$ cat src/rtl/mp_add_seq_if.sv
// mp_add_seq_if: start/done request bus between a controller and the multi-precision adder
interface mp_add_seq_if #(parameter int NBYTES = 4);
    localparam int W = 8 * NBYTES;
    logic         start;
    logic         sub;
    logic [W-1:0] A;
    logic [W-1:0] B;
    logic         Cin;
    logic         busy;
    logic         done;
    logic [W-1:0] S;
    logic         Cout;
    logic         ovf;
    modport master (output start, sub, A, B, Cin, input busy, done, S, Cout, ovf);
    modport slave  (input start, sub, A, B, Cin, output busy, done, S, Cout, ovf);
endinterface

$ cat src/rtl/mp_add_seq.sv
// mp_add_seq: byte-serial wide add/subtract built around a single 8-bit adder
module mp_add_seq #(
    parameter int NBYTES = 4
) (
    input logic        clk,
    input logic        rst,
    mp_add_seq_if.slave bus
);
    localparam int W = 8 * NBYTES;
    localparam int IW = NBYTES > 1 ? $clog2(NBYTES) : 1;
    localparam logic [IW-1:0] LAST = IW'(NBYTES - 1);

    typedef enum logic [1:0] {IDLE, RUN, DONE} state_t;

    state_t        state;
    logic [W-1:0]  a_reg;
    logic [W-1:0]  b_reg;
    logic [W-1:0]  s_reg;
    logic [IW-1:0] idx;
    logic          cy;
    logic          busy;
    logic          done;
    logic          cout;
    logic          ovf;
    logic [7:0]    a_byte;
    logic [7:0]    b_byte;
    logic [7:0]    sum;
    logic          carry;

    // the shared 8-bit adder, fed by the byte selected by idx and the held carry
    always_comb begin
        a_byte       = a_reg[8*idx +: 8];
        b_byte       = b_reg[8*idx +: 8];
        {carry, sum} = {1'b0, a_byte} + {1'b0, b_byte} + {8'd0, cy};
    end

    // sequencer: capture on start (B pre-inverted for subtract), then one byte per clock LSB first
    always_ff @(posedge clk or posedge rst) begin
        if (rst) begin
            state <= IDLE;
            a_reg <= '0;
            b_reg <= '0;
            s_reg <= '0;
            idx   <= '0;
            cy    <= 1'b0;
            busy  <= 1'b0;
            done  <= 1'b0;
            cout  <= 1'b0;
            ovf   <= 1'b0;
        end else begin
            case (state)
                RUN: begin
                    s_reg[8*idx +: 8] <= sum;
                    cy                <= carry;
                    idx               <= idx + 1'b1;
                    if (idx == LAST) begin
                        cout  <= carry;
                        ovf   <= (a_byte[7] == b_byte[7]) & (sum[7] != a_byte[7]);
                        busy  <= 1'b0;
                        done  <= 1'b1;
                        state <= DONE;
                    end
                end
                default: begin
                    done <= 1'b0;
                    if (bus.start) begin
                        a_reg <= bus.A;
                        b_reg <= bus.sub ? ~bus.B : bus.B;
                        cy    <= bus.sub | bus.Cin;
                        idx   <= '0;
                        busy  <= 1'b1;
                        state <= RUN;
                    end else begin
                        state <= IDLE;
                    end
                end
            endcase
        end
    end

    assign bus.busy = busy;
    assign bus.done = done;
    assign bus.S    = s_reg;
    assign bus.Cout = cout;
    assign bus.ovf  = ovf;
endmodule
$ cat src/flat_wrapper.sv
// flat-port wrapper written by rule: the top's interface ports become plain ports
module mp_add_seq_flat 
#(
    parameter int NBYTES = 4
)
  (clk, rst, bus_start, bus_sub, bus_A, bus_B, bus_Cin, bus_busy, bus_done, bus_S, bus_Cout, bus_ovf);
  mp_add_seq_if #(.NBYTES(NBYTES)) bus_i ();
  input logic clk;
  input logic rst;
  input wire logic [$bits(bus_i.start)-1:0] bus_start;
  input wire logic [$bits(bus_i.sub)-1:0] bus_sub;
  input wire logic [$bits(bus_i.A)-1:0] bus_A;
  input wire logic [$bits(bus_i.B)-1:0] bus_B;
  input wire logic [$bits(bus_i.Cin)-1:0] bus_Cin;
  output wire logic [$bits(bus_i.busy)-1:0] bus_busy;
  output wire logic [$bits(bus_i.done)-1:0] bus_done;
  output wire logic [$bits(bus_i.S)-1:0] bus_S;
  output wire logic [$bits(bus_i.Cout)-1:0] bus_Cout;
  output wire logic [$bits(bus_i.ovf)-1:0] bus_ovf;
  assign bus_i.start = bus_start;
  assign bus_i.sub = bus_sub;
  assign bus_i.A = bus_A;
  assign bus_i.B = bus_B;
  assign bus_i.Cin = bus_Cin;
  assign bus_busy = bus_i.busy;
  assign bus_done = bus_i.done;
  assign bus_S = bus_i.S;
  assign bus_Cout = bus_i.Cout;
  assign bus_ovf = bus_i.ovf;
  mp_add_seq #(.NBYTES(NBYTES)) u_core (.clk(clk), .rst(rst), .bus(bus_i));
endmodule
$ cat config.mk
export PLATFORM = sky130hd
export DESIGN_NAME = mp_add_seq_flat
export DESIGN_NICKNAME = d
export VERILOG_FILES = /design/src/rtl/mp_add_seq_if.sv /design/src/rtl/mp_add_seq.sv /design/src/flat_wrapper.sv
export SDC_FILE = /design/constraint.sdc
export NUM_CORES = 1
export LEC_CHECK = 0
export ABC_CLOCK_PERIOD_IN_PS = 3900
export BUFFER_PORTS_ARGS = -buffer_cell sky130_fd_sc_hd__buf_4
export CORE_MARGIN = 8
export CORE_UTILIZATION = 40
export DETAILED_ROUTE_END_ITERATION = 8
export PLACE_DENSITY = 0.61
export SLEW_MARGIN = 20
export SYNTH_ARGS = -nofsm -noshare
export SYNTH_HDL_FRONTEND = slang
export SYNTH_SLANG_ARGS = --single-unit
$ cat constraint.sdc
create_clock -name clk -period 3.9 [get_ports clk]
set_input_delay 0.585 -clock clk [delete_from_list [all_inputs] [get_ports clk]]
set_output_delay 0.585 -clock clk [all_outputs]
set_load 0.03 [all_outputs]
After elaboration in Yosys (flattened, before gate mapping) --
Index checks and enable logic that the tools add are counted.
Cells by class: add/sub/neg operators 4, multiply operators 0, divide/modulo/power cells 0, $lt $le $gt $ge 0, equality and inequality tests 5, shifts and indexed selects 4, mux-type cells 14, bitwise operators 4, reductions and logical operators 4
Operators by type and width (number):
- $shiftx 32x6->8 | 2
- $neg 5->34 | 1
- $shift 8x34->32 const A | 1
- $shiftx 8x34->32 | 1
- $bwmux 32 | 1
- $mux 32 | 1
- $not 32->32 | 1
- $add 8x8->9 | 1
- $add 9x1->9 | 1
- $mux 1 | 8
- $mux 2 | 4
- $reduce_and 2->1 | 3
- $add 2x1->2 const B | 1
- $eq 2x1->1 const B | 1
- $eq 2x2->1 const B | 1
- $ne 2x1->1 const B | 1
- $reduce_bool 2->1 | 1
- $and 1x1->1 | 1
- $eq 1x1->1 | 1
- $ne 1x1->1 | 1
- $not 1->1 | 1
- $or 1x1->1 | 1
Storage, ports and cells: register bits 105, latch bits 0, memory bits (writable) 0, bits in read-only memories 0, bits of input ports 69, output and inout bits 36, memories 0

Logic depth before layout (Yosys ltp) --
depth in word-level cells 5, gate-level depth with buffers 10, gate-level depth less buffers 9

Least setup slack after synthesis --
No wires, ideal clock.
path kind reg2reg, start register u_core.idx[0], end register u_core.s_reg[14], in the netlist u_core.bus.S[14], library setup time 0.121 ns, arrival 2.717 ns, data required time 3.779 ns, setup slack 1.062 ns, cell stages (with the launch flop) 11, buffers on the path 1, clock period less this slack 2.838 ns, path through dfrtp_1 buf_4 mux4_2 fa_1 inv_1 fa_1 inv_1 a211oi_1 o21ai_0 xor2_1 a22o_1
Between the ends: longest elaborated chain between the ends 5
RTL lines:
- start, declared | line mp_add_seq.sv:19 | logic [IW-1:0] idx;
- start signal, assigned | line mp_add_seq.sv:55 | idx <= idx + 1'b1;
- $shiftx 32x6->8 (on tied branches) | line mp_add_seq.sv:32, mp_add_seq.sv:33
- $add 8x8->9 | line mp_add_seq.sv:34 | {carry, sum} = {1'b0, a_byte} + {1'b0, b_byte} + {8'd0, cy};
- $add 9x1->9 | line mp_add_seq.sv:34
- $shiftx 8x34->32 | line mp_add_seq.sv:53 | s_reg[8*idx +: 8] <= sum;
- $bwmux 32 (*) | line mp_add_seq.sv:53
- end signal, assigned by index | line mp_add_seq.sv:53
- end, declared | line mp_add_seq.sv:18 | logic [W-1:0] s_reg;
Every way passes the cells marked *; elsewhere a longest branch is shown, timed or not. A chain may end at the register's enable or synchronous reset.

Worst setup path in the final report --
start register u_core.idx[0], end register u_core.s_reg[30], in the netlist u_core.bus.S[30]
Same word-level chain as after synthesis.

==> impl_metrics.tcl <==
set metrics [dict create \
    drt_iter0_drc 184 \
    yosysTopAreaCell "dfrtp_1" \
    synthSimpleGateAreaFrac_pct 7.33 \
    avgViaCountPerCell 4.91 \
    p_per_area_nw_per_um2 961 \
    yosys-top-cells-area "dfrtp_1 53%, mux2_2 7.3%, mux4_2 7.3%" \
    status "finished clean" \
    chipHeight_um 127 \
    path_class "flop to flop" \
    dp_hpwl_um 8650 \
    netlist_area_um2 4950 \
    synthArstFlopShare_pct 100 \
    antenna_found_initial 0 \
    place.gp.congestion 0.779 \
    ys.flop_type "dfrtp_1" \
    synth-compound-area-share_pct 11.7 \
    final_layout_size_suffix_gt1_share_pct 37.6 \
    setup_tns_ns 0 \
    peakVddDrop_mv 0.494 \
    finalCritPeriodShare_pct 76.4 \
    wl_per_cell_um 16.9 \
    vias 3272 \
    arrival_ns 3.25 \
    area_growth_syn_to_layout_pct 25.1 \
    reg2reg_depth 9 \
    htreeDepth 3 \
    grt_use_total_pct 14.4 \
    maxCapViolCount 0 \
    postRouteAntennaNets 0 \
    grt_max_degree 97 \
    hp-class "input pin to async pin" \
    yosysSeqAreaShare_pct 52.6 \
    wl_met3_um 706 \
    rr_endpoint "u_core.bus.S[30]$_DFFE_PP0P_" \
    worst-slew-pin-transition_ns 0.944 \
    synth-edff-count 0 \
    core_area_um2 12100 \
    yosysTopAreaCellShare_pct 52.6 \
    drcViolationCount 0 \
    dr.pass1.iters 4 \
    cts_root_buffer "clkbuf_16" \
    worstPathMaxFanout 7 \
    synth.mux.area_fraction_pct 14.6 \
    synth_nets 477 \
    insertion_delay_ns 0.34 \
    p_leak_uw 0.00287 \
    min_period_ns 2.98 \
    dieArea_um2 16200 \
    synth_cell_type_count 40 \
    fp-row-count 40 \
    io_buffers 104 \
    synth.most_common_cell "dfrtp_1" \
    overflow 0 \
    wl_um 11200 \
    cts_tree "yes" \
    cts.sinks 104 \
    met2_length_um 5250 \
    yosysWarningCount 0 \
    slew_violations 0 \
    slowest_stage "mux4_2" \
    worstPathRequired_ns 4.17 \
    slew_headroom_pct 37.1 \
    io_pins 105 \
    synthTopCellsByCount "104 x dfrtp_1, 49 x nand2_1, 40 x o21ai_0" \
    hold_buffers 0 \
    startpoint_type "flop" \
    fillers 1101 \
    synth-xor-area-share_pct 6.90 \
    grt_pass1_vias 3636 \
    final-hold-violation-count 0 \
    rsz0062_at_grt "no" \
    finalSetupViolCount 0 \
    wl_met1_um 5170 \
    fin_nets 577 \
    synthAdderAreaFrac_pct 4.10 \
    syn_avg_cell_area_um2 12.6 \
    highest_layer "met4" \
    postPlaceCellArea_um2 5870 \
    grt_pass1_wl_um 18800 \
    crit_buf_inv 2 \
    r2r_start "u_core.idx[0]$_DFFE_PP0P_" \
    start_util_pct 41.0 \
    crit_chain "mux4_2 -> fa_1 -> inv_1 -> fa_1 -> inv_1 -> a211oi_1 -> o21ai_0 -> xor2_1 -> a22o_1" \
    antennaDiodeCount 0 \
    ys_ff_latch 104 \
    max_freq_mhz 336 \
    fin_area_um2 6190 \
    cp-end-kind "flop" \
    cts_max_path_buffers 2 \
    cts_setup_buffers 0 \
    path_delay_family "adder cells" \
    die_w_um 127 \
    synth_top_family_by_area "multiplexers" \
    cts_buffers 9 \
    skew_ns 0.00748 \
    post_cts_resized 0 \
    regToRegSetupSlack_ns 0.92 \
    clk_pin_slew_worst_paths_ns 0.07 \
    cpPeakStageDelay_ns 0.60 \
    synthCells 393 \
]
==> per-layer routing <==
layer	GRT usage, %	vias up
li1	-	1589
met5	0	-
met2	23.2	88
met3	4.24	13
met4	4.06	0
met1	18.4	1582
==> kinds of logic after synthesis <==
| family | Yosys count |
|---|---|
| buffers and inverters | 28 |
| adder cells (fa/ha/maj) | 15 |
| AND/OR/NAND/NOR | 71 |
| XOR/XNOR | 39 |
| AO/OA/AOI/OAI | 88 |
| multiplexers | 48 |
| flip-flops | 104 |
==> cell type report <==
type,instances,area [um2],area share (%)
multi-input combinational,261,2210,35.7
clock buffer,11,243,3.92
inverter,9,36.3,0.586
sequential,104,2600,42.0
clock inverter,5,78.8,1.27
tap,168,210,3.40
timing repair buffer,108,811,13.1
==> power by group <==
group          internal (uW)  switching, uW
Sequential              1550            309
Combinational           1320           1800
Clock                    581            387
Total                   3450           2500
==> metrics by stage <==
stage          total power (uW)  hold slack (ns)  instances  setup WS (ns)  utilization (%)
2_1_floorplan              4140            0.445        393          0.583                -
3_3_place_gp               4960            0.460        650          0.972             48.7
3_5_place_dp               5040            0.467        650          0.914             48.7
4_1_cts                    6020            0.443        666          0.890             51.3
5_1_grt                    6420            0.468        666          0.670             51.3
6_report                   5950            0.419        666          0.922             51.3
==> how the worst max path moves through the flow <==
stage | from | to | cells past startpoint
detailed placement | u_core.idx[0]$_DFFE_PP0P_ | u_core.bus.S[30]$_DFFE_PP0P_ | 9
floorplan | rst | u_core.a_reg[0]$_DFFE_PP0P_ | 1
CTS | u_core.idx[0]$_DFFE_PP0P_ | u_core.bus.S[30]$_DFFE_PP0P_ | 9
global route | u_core.idx[0]$_DFFE_PP0P_ | u_core.bus.S[22]$_DFFE_PP0P_ | 9
finish | u_core.idx[0]$_DFFE_PP0P_ | u_core.bus.S[30]$_DFFE_PP0P_ | 9
global placement | u_core.idx[0]$_DFFE_PP0P_ | u_core.bus.S[5]$_DFFE_PP0P_ | 8
==> cells in the final DEF, fill, tap and decap left out, types with 2 or more instances in the layout <==
| cell | synthesis | routed |
|---|---|---|
| buf_4 | 4 | 108 |
| dfrtp_1 | 104 | 104 |
| nand2_1 | 49 | 49 |
| o21ai_0 | 40 | 40 |
| xnor2_1 | 36 | 36 |
| mux2_2 | 32 | 32 |
| a22o_1 | 24 | 24 |
| mux4_2 | 16 | 16 |
| ha_1 | 13 | 13 |
| clkbuf_16 | 0 | 9 |
| nor2_1 | 8 | 8 |
| inv_1 | 8 | 7 |
| a21oi_1 | 6 | 6 |
| o21ai_1 | 4 | 4 |
| nand2_4 | 2 | 3 |
| xor2_1 | 3 | 3 |
| a21o_1 | 3 | 3 |
| o211ai_1 | 3 | 3 |
| o21ai_2 | 2 | 2 |
| fa_1 | 2 | 2 |
| bufinv_16 | 0 | 2 |
| clkinv_2 | 0 | 2 |
No activity file was read; power rests on OpenSTA's default activity.
